### src/rtl/ctrl_pipeline_pkg.sv
// rtl/ctrl_pipeline_pkg.sv - shared opcodes, select encodings and control bundle type
// Purpose: RV32I(+M) opcode constants, ALU operand-2 / op-class encodings and the
//          packed control bundle carried through the ID/EX stage register.
// Ports:   none (package)
package ctrl_pipeline_pkg;

   localparam logic [6:0] OPCODE_R      = 7'b0110011;
   localparam logic [6:0] OPCODE_IA     = 7'b0010011;
   localparam logic [6:0] OPCODE_LOAD   = 7'b0000011;
   localparam logic [6:0] OPCODE_STORE  = 7'b0100011;
   localparam logic [6:0] OPCODE_B      = 7'b1100011;
   localparam logic [6:0] OPCODE_JAL    = 7'b1101111;
   localparam logic [6:0] OPCODE_JALR   = 7'b1100111;
   localparam logic [6:0] OPCODE_LUI    = 7'b0110111;
   localparam logic [6:0] OPCODE_AUIPC  = 7'b0010111;

   localparam logic [6:0] FUNCT7_MULDIV = 7'b0000001;

   localparam logic [1:0] ADD2_RS2 = 2'b00;
   localparam logic [1:0] ADD2_IMM = 2'b01;
   localparam logic [1:0] ADD2_0   = 2'b10;
   localparam logic [1:0] ADD2_LUI = 2'b11;

   localparam logic [1:0] ALU_OP_ADD = 2'b00;
   localparam logic [1:0] ALU_OP_SUB = 2'b01;
   localparam logic [1:0] ALU_OP_R   = 2'b10;
   localparam logic [1:0] ALU_OP_I   = 2'b11;

   typedef struct packed {
      logic       branch;
      logic       pc_sel;
      logic       lui_sel;
      logic [1:0] add2_sel;
      logic [1:0] alu_op;
      logic       mul;
      logic       mem_read;
      logic       mem_write;
      logic       reg_write;
      logic       memtoreg;
   } ctrl_t;

   // All-zero bundle: ADD2_RS2 / ALU_OP_ADD, no write, no memory access.
   localparam ctrl_t CTRL_BUBBLE = '0;

endpackage

### src/rtl/ctrl_pipeline_if.sv
// rtl/ctrl_pipeline_if.sv - ID-stage inputs and stage control outputs of the control pipeline
// Purpose: bundles the IF/ID-side inputs and every pipeline control output.
// Ports:   master = control pipeline (consumes id_*/bxx_flush, drives controls)
//          slave  = datapath side (drives id_*/bxx_flush, consumes controls)
interface ctrl_pipeline_if #(
   parameter int REG_AW = 5
);
   logic [31:0]       id_instr;
   logic              id_valid;
   logic              bxx_flush;
   logic              shift_imm_sel;
   logic              s_imm_sel;
   logic              if_jalr_en;
   logic              stall_id;
   logic              mul_busy;
   logic              ex_branch;
   logic              ex_pc_sel;
   logic              ex_lui_sel;
   logic [1:0]        ex_add2_sel;
   logic [1:0]        ex_alu_op;
   logic              ex_mul;
   logic              m_mem_read;
   logic              m_mem_write;
   logic              wb_reg_write;
   logic              wb_memtoreg;
   logic [REG_AW-1:0] wb_rd;

   modport master (
      input  id_instr, id_valid, bxx_flush,
      output shift_imm_sel, s_imm_sel, if_jalr_en, stall_id, mul_busy,
             ex_branch, ex_pc_sel, ex_lui_sel, ex_add2_sel, ex_alu_op, ex_mul,
             m_mem_read, m_mem_write, wb_reg_write, wb_memtoreg, wb_rd
   );

   modport slave (
      output id_instr, id_valid, bxx_flush,
      input  shift_imm_sel, s_imm_sel, if_jalr_en, stall_id, mul_busy,
             ex_branch, ex_pc_sel, ex_lui_sel, ex_add2_sel, ex_alu_op, ex_mul,
             m_mem_read, m_mem_write, wb_reg_write, wb_memtoreg, wb_rd
   );
endinterface

### src/rtl/ctrl_pipeline_decode.sv
// rtl/ctrl_pipeline_decode.sv - combinational ID-stage instruction decoder
// Purpose: maps a 32-bit instruction to the control bundle, destination/source
//          indices, source-use flags and the ID-side immediate/JALR selects.
// Ports:   instr, valid in; ctrl, rd, rs1, rs2, rs1_used, rs2_used,
//          shift_imm, s_imm, jalr_en out
module ctrl_pipeline_decode
   import ctrl_pipeline_pkg::*;
#(
   parameter int REG_AW = 5,
   parameter int EN_MUL = 1
) (
   input  logic [31:0]       instr,
   input  logic              valid,
   output ctrl_t             ctrl,
   output logic [REG_AW-1:0] rd,
   output logic [REG_AW-1:0] rs1,
   output logic [REG_AW-1:0] rs2,
   output logic              rs1_used,
   output logic              rs2_used,
   output logic              shift_imm,
   output logic              s_imm,
   output logic              jalr_en
);
   logic [6:0] opcode;
   logic [2:0] funct3;
   logic [6:0] funct7;

   assign opcode = instr[6:0];
   assign funct3 = instr[14:12];
   assign funct7 = instr[31:25];
   assign rs1    = instr[15 +: REG_AW];
   assign rs2    = instr[20 +: REG_AW];
   // Store/branch carry immediate bits in the rd field; only real writers expose rd.
   assign rd     = ctrl.reg_write ? instr[7 +: REG_AW] : '0;

   always_comb begin
      ctrl      = CTRL_BUBBLE;
      rs1_used  = 1'b0;
      rs2_used  = 1'b0;
      shift_imm = 1'b0;
      s_imm     = 1'b0;
      jalr_en   = 1'b0;
      if (valid) begin
         case (opcode)
            OPCODE_R: begin
               ctrl.add2_sel  = ADD2_RS2;
               ctrl.alu_op    = ALU_OP_R;
               ctrl.reg_write = 1'b1;
               ctrl.mul       = (EN_MUL != 0) && (funct7 == FUNCT7_MULDIV);
               rs1_used       = 1'b1;
               rs2_used       = 1'b1;
            end
            OPCODE_IA: begin
               ctrl.add2_sel  = ADD2_IMM;
               ctrl.alu_op    = ALU_OP_I;
               ctrl.reg_write = 1'b1;
               rs1_used       = 1'b1;
               shift_imm      = (funct3 == 3'b001) || (funct3 == 3'b101);
            end
            OPCODE_LOAD: begin
               ctrl.add2_sel  = ADD2_IMM;
               ctrl.alu_op    = ALU_OP_ADD;
               ctrl.mem_read  = 1'b1;
               ctrl.reg_write = 1'b1;
               ctrl.memtoreg  = 1'b1;
               rs1_used       = 1'b1;
            end
            OPCODE_STORE: begin
               ctrl.add2_sel  = ADD2_IMM;
               ctrl.alu_op    = ALU_OP_ADD;
               ctrl.mem_write = 1'b1;
               s_imm          = 1'b1;
               rs1_used       = 1'b1;
               rs2_used       = 1'b1;
            end
            OPCODE_B: begin
               ctrl.add2_sel  = ADD2_RS2;
               ctrl.alu_op    = ALU_OP_SUB;
               ctrl.branch    = 1'b1;
               rs1_used       = 1'b1;
               rs2_used       = 1'b1;
            end
            OPCODE_JAL, OPCODE_JALR: begin
               ctrl.add2_sel  = ADD2_0;
               ctrl.alu_op    = ALU_OP_ADD;
               ctrl.branch    = 1'b1;
               ctrl.pc_sel    = 1'b1;
               ctrl.reg_write = 1'b1;
               jalr_en        = (opcode == OPCODE_JALR);
               rs1_used       = (opcode == OPCODE_JALR);
            end
            OPCODE_LUI: begin
               ctrl.add2_sel  = ADD2_0;
               ctrl.alu_op    = ALU_OP_ADD;
               ctrl.lui_sel   = 1'b1;
               ctrl.reg_write = 1'b1;
            end
            OPCODE_AUIPC: begin
               ctrl.add2_sel  = ADD2_LUI;
               ctrl.alu_op    = ALU_OP_ADD;
               ctrl.pc_sel    = 1'b1;
               ctrl.reg_write = 1'b1;
            end
            default: ctrl = CTRL_BUBBLE;
         endcase
      end
   end
endmodule

### src/rtl/ctrl_pipeline.sv
// rtl/ctrl_pipeline.sv - RV32I(+M) control pipeline: ID decode, ID/EX, EX/MEM, MEM/WB control
// Purpose: carries the decoded control bundle through EX, MEM and WB, generates the
//          ID stall for load-use and multi-cycle MUL/DIV, and bubbles on branch flush.
// Ports:   clk, rst_n (async active-low); bus (ctrl_pipeline_if.master): id_instr,
//          id_valid, bxx_flush in; ID selects, stall_id, mul_busy, ex_*, m_*, wb_* out
module ctrl_pipeline
   import ctrl_pipeline_pkg::*;
#(
   parameter int REG_AW  = 5,
   parameter int EN_MUL  = 1,
   parameter int MUL_LAT = 4
) (
   input  logic            clk,
   input  logic            rst_n,
   ctrl_pipeline_if.master bus
);
   localparam int              CNT_W    = (MUL_LAT > 1) ? $clog2(MUL_LAT) : 1;
   localparam logic [CNT_W-1:0] MUL_LOAD = CNT_W'(MUL_LAT - 1);

   ctrl_t             dec_ctrl;
   logic [REG_AW-1:0] dec_rd, dec_rs1, dec_rs2;
   logic              dec_rs1_used, dec_rs2_used;
   logic              dec_shift_imm, dec_s_imm, dec_jalr_en;

   ctrl_t             ex_ctrl;
   logic [REG_AW-1:0] ex_rd;
   logic [CNT_W-1:0]  mul_cnt;
   logic              m_read, m_write, m_reg_write, m_memtoreg;
   logic [REG_AW-1:0] m_rd;
   logic              w_reg_write, w_memtoreg;
   logic [REG_AW-1:0] w_rd;

   logic luse;
   logic busy;

   ctrl_pipeline_decode #(.REG_AW(REG_AW), .EN_MUL(EN_MUL)) u_decode (
      .instr     (bus.id_instr),
      .valid     (bus.id_valid),
      .ctrl      (dec_ctrl),
      .rd        (dec_rd),
      .rs1       (dec_rs1),
      .rs2       (dec_rs2),
      .rs1_used  (dec_rs1_used),
      .rs2_used  (dec_rs2_used),
      .shift_imm (dec_shift_imm),
      .s_imm     (dec_s_imm),
      .jalr_en   (dec_jalr_en)
   );

   assign luse = ex_ctrl.mem_read && (ex_rd != '0) &&
                 (((ex_rd == dec_rs1) && dec_rs1_used) || ((ex_rd == dec_rs2) && dec_rs2_used));
   assign busy = ex_ctrl.mul && (mul_cnt != '0);

   always_ff @(posedge clk or negedge rst_n) begin
      if (!rst_n) begin
         ex_ctrl     <= CTRL_BUBBLE;
         ex_rd       <= '0;
         mul_cnt     <= '0;
         m_read      <= 1'b0;
         m_write     <= 1'b0;
         m_reg_write <= 1'b0;
         m_memtoreg  <= 1'b0;
         m_rd        <= '0;
         w_reg_write <= 1'b0;
         w_memtoreg  <= 1'b0;
         w_rd        <= '0;
      end else begin
         // Flush outranks the MUL hold; the two never coincide in practice.
         if (bus.bxx_flush) begin
            ex_ctrl <= CTRL_BUBBLE;
            ex_rd   <= '0;
            mul_cnt <= '0;
         end else if (busy) begin
            mul_cnt <= mul_cnt - CNT_W'(1);
         end else if (luse) begin
            ex_ctrl <= CTRL_BUBBLE;
            ex_rd   <= '0;
            mul_cnt <= '0;
         end else begin
            ex_ctrl <= dec_ctrl;
            ex_rd   <= dec_rd;
            mul_cnt <= dec_ctrl.mul ? MUL_LOAD : '0;
         end

         // A held MUL/DIV must not be replicated into MEM.
         if (busy) begin
            m_read      <= 1'b0;
            m_write     <= 1'b0;
            m_reg_write <= 1'b0;
            m_memtoreg  <= 1'b0;
            m_rd        <= '0;
         end else begin
            m_read      <= ex_ctrl.mem_read;
            m_write     <= ex_ctrl.mem_write;
            m_reg_write <= ex_ctrl.reg_write;
            m_memtoreg  <= ex_ctrl.memtoreg;
            m_rd        <= ex_rd;
         end

         w_reg_write <= m_reg_write;
         w_memtoreg  <= m_memtoreg;
         w_rd        <= m_rd;
      end
   end

   assign bus.shift_imm_sel = dec_shift_imm && !bus.bxx_flush;
   assign bus.s_imm_sel     = dec_s_imm     && !bus.bxx_flush;
   assign bus.if_jalr_en    = dec_jalr_en   && !bus.bxx_flush;
   assign bus.stall_id      = (luse || busy) && !bus.bxx_flush;
   assign bus.mul_busy      = busy;
   assign bus.ex_branch     = ex_ctrl.branch;
   assign bus.ex_pc_sel     = ex_ctrl.pc_sel;
   assign bus.ex_lui_sel    = ex_ctrl.lui_sel;
   assign bus.ex_add2_sel   = ex_ctrl.add2_sel;
   assign bus.ex_alu_op     = ex_ctrl.alu_op;
   assign bus.ex_mul        = ex_ctrl.mul;
   assign bus.m_mem_read    = m_read;
   assign bus.m_mem_write   = m_write;
   assign bus.wb_reg_write  = w_reg_write;
   assign bus.wb_memtoreg   = w_memtoreg;
   assign bus.wb_rd         = w_rd;
endmodule

### src/flat_wrapper.sv
// flat-port wrapper written by rule: the top's interface ports become plain ports
module ctrl_pipeline_flat import ctrl_pipeline_pkg::*;
#(
   parameter int REG_AW  = 5,
   parameter int EN_MUL  = 1,
   parameter int MUL_LAT = 4
)
  (clk, rst_n, bus_id_instr, bus_id_valid, bus_bxx_flush, bus_shift_imm_sel, bus_s_imm_sel, bus_if_jalr_en, bus_stall_id, bus_mul_busy, bus_ex_branch, bus_ex_pc_sel, bus_ex_lui_sel, bus_ex_add2_sel, bus_ex_alu_op, bus_ex_mul, bus_m_mem_read, bus_m_mem_write, bus_wb_reg_write, bus_wb_memtoreg, bus_wb_rd);
  ctrl_pipeline_if #(.REG_AW(REG_AW)) bus_i ();
  input  logic clk;
  input  logic rst_n;
  input wire logic [$bits(bus_i.id_instr)-1:0] bus_id_instr;
  input wire logic [$bits(bus_i.id_valid)-1:0] bus_id_valid;
  input wire logic [$bits(bus_i.bxx_flush)-1:0] bus_bxx_flush;
  output wire logic [$bits(bus_i.shift_imm_sel)-1:0] bus_shift_imm_sel;
  output wire logic [$bits(bus_i.s_imm_sel)-1:0] bus_s_imm_sel;
  output wire logic [$bits(bus_i.if_jalr_en)-1:0] bus_if_jalr_en;
  output wire logic [$bits(bus_i.stall_id)-1:0] bus_stall_id;
  output wire logic [$bits(bus_i.mul_busy)-1:0] bus_mul_busy;
  output wire logic [$bits(bus_i.ex_branch)-1:0] bus_ex_branch;
  output wire logic [$bits(bus_i.ex_pc_sel)-1:0] bus_ex_pc_sel;
  output wire logic [$bits(bus_i.ex_lui_sel)-1:0] bus_ex_lui_sel;
  output wire logic [$bits(bus_i.ex_add2_sel)-1:0] bus_ex_add2_sel;
  output wire logic [$bits(bus_i.ex_alu_op)-1:0] bus_ex_alu_op;
  output wire logic [$bits(bus_i.ex_mul)-1:0] bus_ex_mul;
  output wire logic [$bits(bus_i.m_mem_read)-1:0] bus_m_mem_read;
  output wire logic [$bits(bus_i.m_mem_write)-1:0] bus_m_mem_write;
  output wire logic [$bits(bus_i.wb_reg_write)-1:0] bus_wb_reg_write;
  output wire logic [$bits(bus_i.wb_memtoreg)-1:0] bus_wb_memtoreg;
  output wire logic [$bits(bus_i.wb_rd)-1:0] bus_wb_rd;
  assign bus_i.id_instr = bus_id_instr;
  assign bus_i.id_valid = bus_id_valid;
  assign bus_i.bxx_flush = bus_bxx_flush;
  assign bus_shift_imm_sel = bus_i.shift_imm_sel;
  assign bus_s_imm_sel = bus_i.s_imm_sel;
  assign bus_if_jalr_en = bus_i.if_jalr_en;
  assign bus_stall_id = bus_i.stall_id;
  assign bus_mul_busy = bus_i.mul_busy;
  assign bus_ex_branch = bus_i.ex_branch;
  assign bus_ex_pc_sel = bus_i.ex_pc_sel;
  assign bus_ex_lui_sel = bus_i.ex_lui_sel;
  assign bus_ex_add2_sel = bus_i.ex_add2_sel;
  assign bus_ex_alu_op = bus_i.ex_alu_op;
  assign bus_ex_mul = bus_i.ex_mul;
  assign bus_m_mem_read = bus_i.m_mem_read;
  assign bus_m_mem_write = bus_i.m_mem_write;
  assign bus_wb_reg_write = bus_i.wb_reg_write;
  assign bus_wb_memtoreg = bus_i.wb_memtoreg;
  assign bus_wb_rd = bus_i.wb_rd;
  ctrl_pipeline #(.REG_AW(REG_AW), .EN_MUL(EN_MUL), .MUL_LAT(MUL_LAT)) u_core (.clk(clk), .rst_n(rst_n), .bus(bus_i));
endmodule
### config.mk
export PLATFORM = sky130hd
export DESIGN_NAME = ctrl_pipeline_flat
export DESIGN_NICKNAME = d
export VERILOG_FILES = /design/src/rtl/ctrl_pipeline_pkg.sv /design/src/rtl/ctrl_pipeline_if.sv /design/src/rtl/ctrl_pipeline_decode.sv /design/src/rtl/ctrl_pipeline.sv /design/src/flat_wrapper.sv
export SDC_FILE = /design/constraint.sdc
export NUM_CORES = 1
export LEC_CHECK = 0
export CAP_MARGIN = 40
export CELL_PAD_IN_SITES_DETAIL_PLACEMENT = 2
export CELL_PAD_IN_SITES_GLOBAL_PLACEMENT = 2
export CORE_UTILIZATION = 31
export CTS_CLUSTER_SIZE = 20
export DETAILED_ROUTE_END_ITERATION = 7
export PLACE_DENSITY = 0.9
export SLEW_MARGIN = 10
export SYNTH_ARGS = -nofsm -noshare
export SYNTH_HDL_FRONTEND = slang
export SYNTH_HIERARCHICAL = 1
export SYNTH_SLANG_ARGS = --single-unit
### constraint.sdc
create_clock -name clk -period 4.83 [get_ports clk]
set_input_delay 0.483 -clock clk [delete_from_list [all_inputs] [get_ports clk]]
set_output_delay 0.483 -clock clk [all_outputs]
set_load 0.05 [all_outputs]
==> flow_summary.toml, run 1 <==
[global_route]
grt_max_degree = 36
gr-total-overflow = 0
antenna_found_initial = 0
grt_pass1_vias = 1806
grt_use_total = 0.1632
grt_pass1_wl_um = 9156

[logic_synthesis]
yosysSeqAreaShare = 0.4125
netlist_area_sq_um = 2123
yosys.area.top_type = "dfrtp_1"
synthAdderAreaFrac = 0.005893
syn_avg_cell_area_sq_um = 9.830
ys_ff_latch = 35
yosysMostFrequentCell = "dfrtp_1"
synth_top_cell_area_share = 0.4125
synth_compound_area_frac = 0.1285
postSynthCellCount = 216
synth_cell_types = 40
synth_xor_area_frac = 0.04125
async_reset_ff_frac = 1.000
synth-main-ff-cell = "dfrtp_1"
synth-edff-count = 0
synth_common_cells = "dfrtp_1 (35), nand3b_1 (34), nand2b_1 (20)"
ys_top_cells_by_area = "dfrtp_1 (41%), nand3b_1 (12%), buf_4 (6.0%)"
synth_top_family_by_area = "simple AND/OR/NAND/NOR gates"
ys_warn_count = 6
synth-simple-area-share = 0.3159
synth.area.mux_share = 0
syn-num-nets = 253

[layout]
final_layout_size_suffix_gt1_frac = 0.1124
area_growth_pct = 29.52
num-nets-final = 294
fillers = 685
antenna_cells = 0

[critical_path]
regToRegStartpoint = "u_core/mul_cnt[0]"
r2r_slack_ns = 2.87
required_ns = 4.35
reg2regPathDepth = 8
r2r_end = "u_core/mul_cnt[0]"
path_class = "input port to output port"
cp_data_arrival_time_ns = 3.13
start_kind = "input port"
endpoint_kind = "output port"
path_max_fanout = 5

[sta]
tns_ns = 0
timing.final.crit_share = 0.7480
setup_viol = 0
grt_setup_unrepaired = "false"
hold_ws_ns = 0.3510
skew_ns = 0.007177
final_max_slew_viol_count = 0
period_minus_slack_ns = 3.613
worst_slew_pin_slew_ns = 0.5301
report.final.hold_viol_count = 0
slew-limit-headroom = 0.6374
max_clock_freq_ghz = 0.2768

[hold_path]
hold_depth = 0
hold_end = "u_core/bus.wb_reg_write"
hold_path_class = "flop to flop"
min-delay-start = "u_core/m_reg_write"

[power]
powerDensity_nw_per_um2 = 209.3
total_power_uw = 575.5
ir_drop_mv = 0.07838
p_leak_nw = 1.056

[floorplan]
die_h_um = 84.76
dieArea_sq_um = 7184
initial_core_util = 0.3269
design.core.area_sq_um = 6495
io_pins = 58
row_count = 29
die_w_um = 84.76

[clock_network]
h-tree-depth = 2
post_cts_buffers = 0
cts_sinks = 35
ctsResizeCount = 0
clk_latency_ns = 0.29
cts_max_path_buffers = 2
cts-root-buf = "clkbuf_8"
path_clk_slew_ns = 0.07
cts_buffers = 5
postCtsHoldBufs = 0
cts_tree = "yes"

[routing]
initialDrtViolationCount = 50
drc_errors = 2
routed-wl-met3_um = 195
wire_per_inst_um = 16.24
highest_layer = "met4"
ant_nets = 0
first_pass_iters = 8
drt_wl_total_um = 5441
dr_wl_met2_um = 2877
routed_via_density = 5.164
drt-met1-wl_um = 2324
vias = 1730

[job]
cap_violations = 0

[outcome]
violations = "design-rule violations"
status = "finished, violations left"

[place]
dp_hpwl_um = 4076
port_buffers = 56
place_congestion = 0.7636
-- how the worst max path moves through the flow --
| stage | start | endpoint | slack (ns) | depth (start not counted) |
|---|---|---|---|---|
| 3_3_place_gp | bus_id_instr[0] | bus_stall_id | 1.25 | 8 |
| 5_1_grt | bus_id_instr[0] | bus_stall_id | 1.11 | 8 |
| 6_report | bus_id_instr[1] | bus_stall_id | 1.22 | 8 |
| 2_1_floorplan | bus_id_instr[0] | bus_stall_id | 2.25 | 7 |
| 4_1_cts | bus_id_instr[0] | bus_stall_id | 1.23 | 8 |
| 3_5_place_dp | bus_id_instr[0] | bus_stall_id | 1.23 | 8 |
-- worst max-delay path, cell delays in order --
cell	delay, ns
clkdlybuf4s50_1	0.52
nand3_1	0.12
or3_1	0.42
a211oi_1	0.28
nand2_1	0.09
o22ai_1	0.19
o2bb2ai_1	0.18
clkdlybuf4s50_1	0.84
-- registers in the layout (all words and copies together) (netlist names), 2 cells and up --
register                flops
u_core/bus.ex_add2_sel      2
u_core/bus.ex_alu_op        2
u_core/bus.wb_rd            5
u_core/ex_ctrl              4
u_core/ex_rd                5
u_core/m_rd                 5
u_core/mul_cnt              2
-- through the flow --
step / worst slack [ns] / cells / utilization / instance area (sq um)
floorplan: 2.250 / 216 / - / 2123
global placement: 1.255 / 325 / 0.4059 / 2636
detailed placement: 1.232 / 327 / 0.4105 / 2666
CTS: 1.227 / 335 / 0.4234 / 2750
global route: 1.108 / 335 / 0.4234 / 2750
finish: 1.217 / 335 / 0.4234 / 2750
-- cell type report --
type | instances | area [sq um] | area share
Tap cell | 77 | 96.34 | 0.03503
Multi-Input combinational cell | 146 | 1044 | 0.3794
Sequential cell | 35 | 875.8 | 0.3185
Clock inverter | 3 | 15.01 | 0.005460
Timing Repair Buffer | 63 | 628.1 | 0.2284
Clock buffer | 5 | 68.82 | 0.02502
Inverter | 6 | 22.52 | 0.008189
-- placed cells by master (no fill, tap or decap), types with 6 or more instances in the layout --
cell / n
xnor2_1: 10
clkdlybuf4s50_1: 56
nand3b_1: 34
and2_1: 9
nand2b_1: 20
dfrtp_1: 35
o211ai_1: 16
inv_1: 6
nor3_1: 6
-- per-layer routing --
metal,vias up,GRT usage
met2,40,0.2897
li1,820,-
met1,865,0.2000
met3,5,0.03343
met5,-,0
met4,0,0.04622
-- kinds of logic after synthesis --
kind of cell / count (synthesis)
fa+ha+maj: 1
compound gates: 35
buf+inv: 35
simple gates: 100
flops: 35
xor+xnor: 10
-- power breakdown --
part / total (mW) / switching [mW] / internal, mW / leakage, nW
Combinational: 0.0729 / 0.0310 / 0.0419 / 0.521
Clock: 0.205 / 0.107 / 0.0986 / 0.0477
Sequential: 0.297 / 0.00180 / 0.296 / 0.488
Total: 0.575 / 0.139 / 0.436 / 1.06
No activity file was read; power rests on OpenSTA's default activity.
==> run 2: changes to the inputs <==
--- a/config.mk
+++ b/config.mk
@@ -8,10 +8,10 @@
 export CAP_MARGIN = 40
 export CELL_PAD_IN_SITES_DETAIL_PLACEMENT = 2
 export CELL_PAD_IN_SITES_GLOBAL_PLACEMENT = 2
-export CORE_UTILIZATION = 31
+export CORE_UTILIZATION = 26
 export CTS_CLUSTER_SIZE = 20
 export DETAILED_ROUTE_END_ITERATION = 7
-export PLACE_DENSITY = 0.9
+export PLACE_DENSITY = 0.81
 export SLEW_MARGIN = 10
 export SYNTH_ARGS = -nofsm -noshare
 export SYNTH_HDL_FRONTEND = slang
==> constraint.sdc (replaced) <==
create_clock -name clk -period 3.1 [get_ports clk]
set_input_delay 0.31 -clock clk [delete_from_list [all_inputs] [get_ports clk]]
set_output_delay 0.31 -clock clk [all_outputs]
set_load 0.05 [all_outputs]
==> flow_summary.toml, run 2 (synthesized netlist as in run 1, its figures left out) <==
[outcome]
status = "finished, final reports clean"

[critical_path]
endpoint_kind = "output port"
regToRegStartpoint = "u_core/ex_rd[1]"
r2r_end = "u_core/bus.ex_mul"
path_max_fanout = 5
path_cells = "clkdlybuf4s50_1 > nand3_1 > or3_1 > a211oi_1 > nand2_1 > o22ai_1 > o2bb2ai_1 > buf_12"
critPathSlowestCell = "clkdlybuf4s50_1"
required_ns = 2.79
r2r_slack_ns = 1.22
start_kind = "input port"
reg2regPathDepth = 5
path_class = "input port to output port"
slowest_delay_ns = 0.51
cp_data_arrival_time_ns = 2.46

[routing]
highest_layer = "met4"
routed_via_density = 4.782
wire_per_inst_um = 15.73
routed-wl-met3_um = 172
drc_errors = 0
vias = 1707
drt_wl_total_um = 5616
first_pass_iters = 2
drt-met1-wl_um = 2425
ant_nets = 0
initialDrtViolationCount = 49
dr_wl_met2_um = 2981

[job]
cap_violations = 0

[global_route]
grt_max_degree = 42
grt_pass1_vias = 1890
grt_use_total = 0.1396
gr-total-overflow = 0
grt_pass1_wl_um = 9342
antenna_found_initial = 0

[sta]
tns_ns = 0
report.final.hold_viol_count = 0
max_clock_freq_ghz = 0.3607
setup_slack_ns = 0.3275
slew-limit-headroom = 0.4741
final_max_slew_viol_count = 0
skew_ns = 0.01367
timing.final.crit_share = 0.8943
setup_viol = 0
worst_slew_pin_slew_ns = 0.7888
grt_setup_unrepaired = "false"
period_minus_slack_ns = 2.772

[floorplan]
design.core.area_sq_um = 7807
die_h_um = 92.37
initial_core_util = 0.2720
io_pins = 58
row_count = 32
dieArea_sq_um = 8532
die_w_um = 92.37

[clock_network]
cts_max_path_buffers = 2
ctsResizeCount = 0
cts_tree = "yes"
postCtsHoldBufs = 0
cts-root-buf = "clkbuf_8"
cts_sinks = 35
h-tree-depth = 2
post_cts_buffers = 0
path_clk_slew_ns = 0.08
cts_buffers = 5
clk_latency_ns = 0.29

[layout]
final_cell_mix = "clkdlybuf4s50_1 (51), dfrtp_1 (35), nand3b_1 (34)"
num-nets-final = 291
final_cells = 357
antenna_cells = 0
layout.cells.most_common = "clkdlybuf4s50_1"
final_layout_size_suffix_gt1_frac = 0.1216
area_growth_pct = 30.47

[hold_path]
hold_path_class = "input port to asynchronous set/reset pin"

[place]
place_ws_ns = 0.2539
dp_hpwl_um = 3956
place_congestion = 0.7527
dp_cells = 349
port_buffers = 56

[power]
powerDensity_nw_per_um2 = 356.8
ir_drop_mv = 0.2054
p_leak_nw = 1.056
## run 2: cell types whose count changed in the layout (fill, tap and decap cells not counted), sizes merged
| cell | change |
|---|---|
| clkdlybuf4s50 | -5 |
| buf | +2 |
| bufinv | +1 |
| clkinv | -1 |
## run 2: worst max path at each step
stage,depth (start not counted),slack (ns),endpoint,startpoint
3_5_place_dp,8,0.25,bus_stall_id,bus_id_instr[1]
5_1_grt,8,0.21,bus_stall_id,bus_id_instr[0]
6_report,8,0.33,bus_stall_id,bus_id_instr[0]
4_1_cts,8,0.25,bus_stall_id,bus_id_instr[1]
2_1_floorplan,7,0.87,bus_stall_id,bus_id_instr[0]
3_3_place_gp,8,0.26,bus_stall_id,bus_id_instr[0]
## run 2: metal layers
metal / up-vias / global-route usage
met2: 32 / 0.2679
met4: 0 / 0.03125
met3: 5 / 0.02545
met5: - / 0
li1: 813 / -
met1: 857 / 0.1581
## run 2: through the flow
stage                     instance area, sq um  hold WS [ns]  utilization  power [mW]
after CTS                                 2770        0.1220       0.3548       1.008
final                                     2770       0.09431       0.3548      0.9883
after global placement                    2658        0.3329       0.3404      0.5809
after floorplan                           2123       0.01441            -      0.5242
after global routing                      2770        0.1681       0.3548       1.025
after detailed placement                  2658        0.3358       0.3404      0.5837
## run 2: power by group
group          switching [mW]  leakage (nW)  internal (mW)  total [mW]
sequential            0.00269         0.488          0.460       0.463
clock                   0.176        0.0581          0.239       0.416
combinational          0.0475         0.510         0.0621       0.110
## run 2: cell type report
type	count	area (sq um)
well taps	102	127.6
clock inverters	3	43.79
repair buffers	60	588.1
multi-input cells	146	1044
clock buffers	5	68.82
inverters	6	22.52
fillers	879	5037
flip-flops and latches	35	875.8
## run 2: critical path, delay by kind of cell
family                 cells  cell delay, ns
AOI/OAI and AO/OA          3            0.82
buffers and inverters      2            0.70
and+or+nand+nor            3            0.62
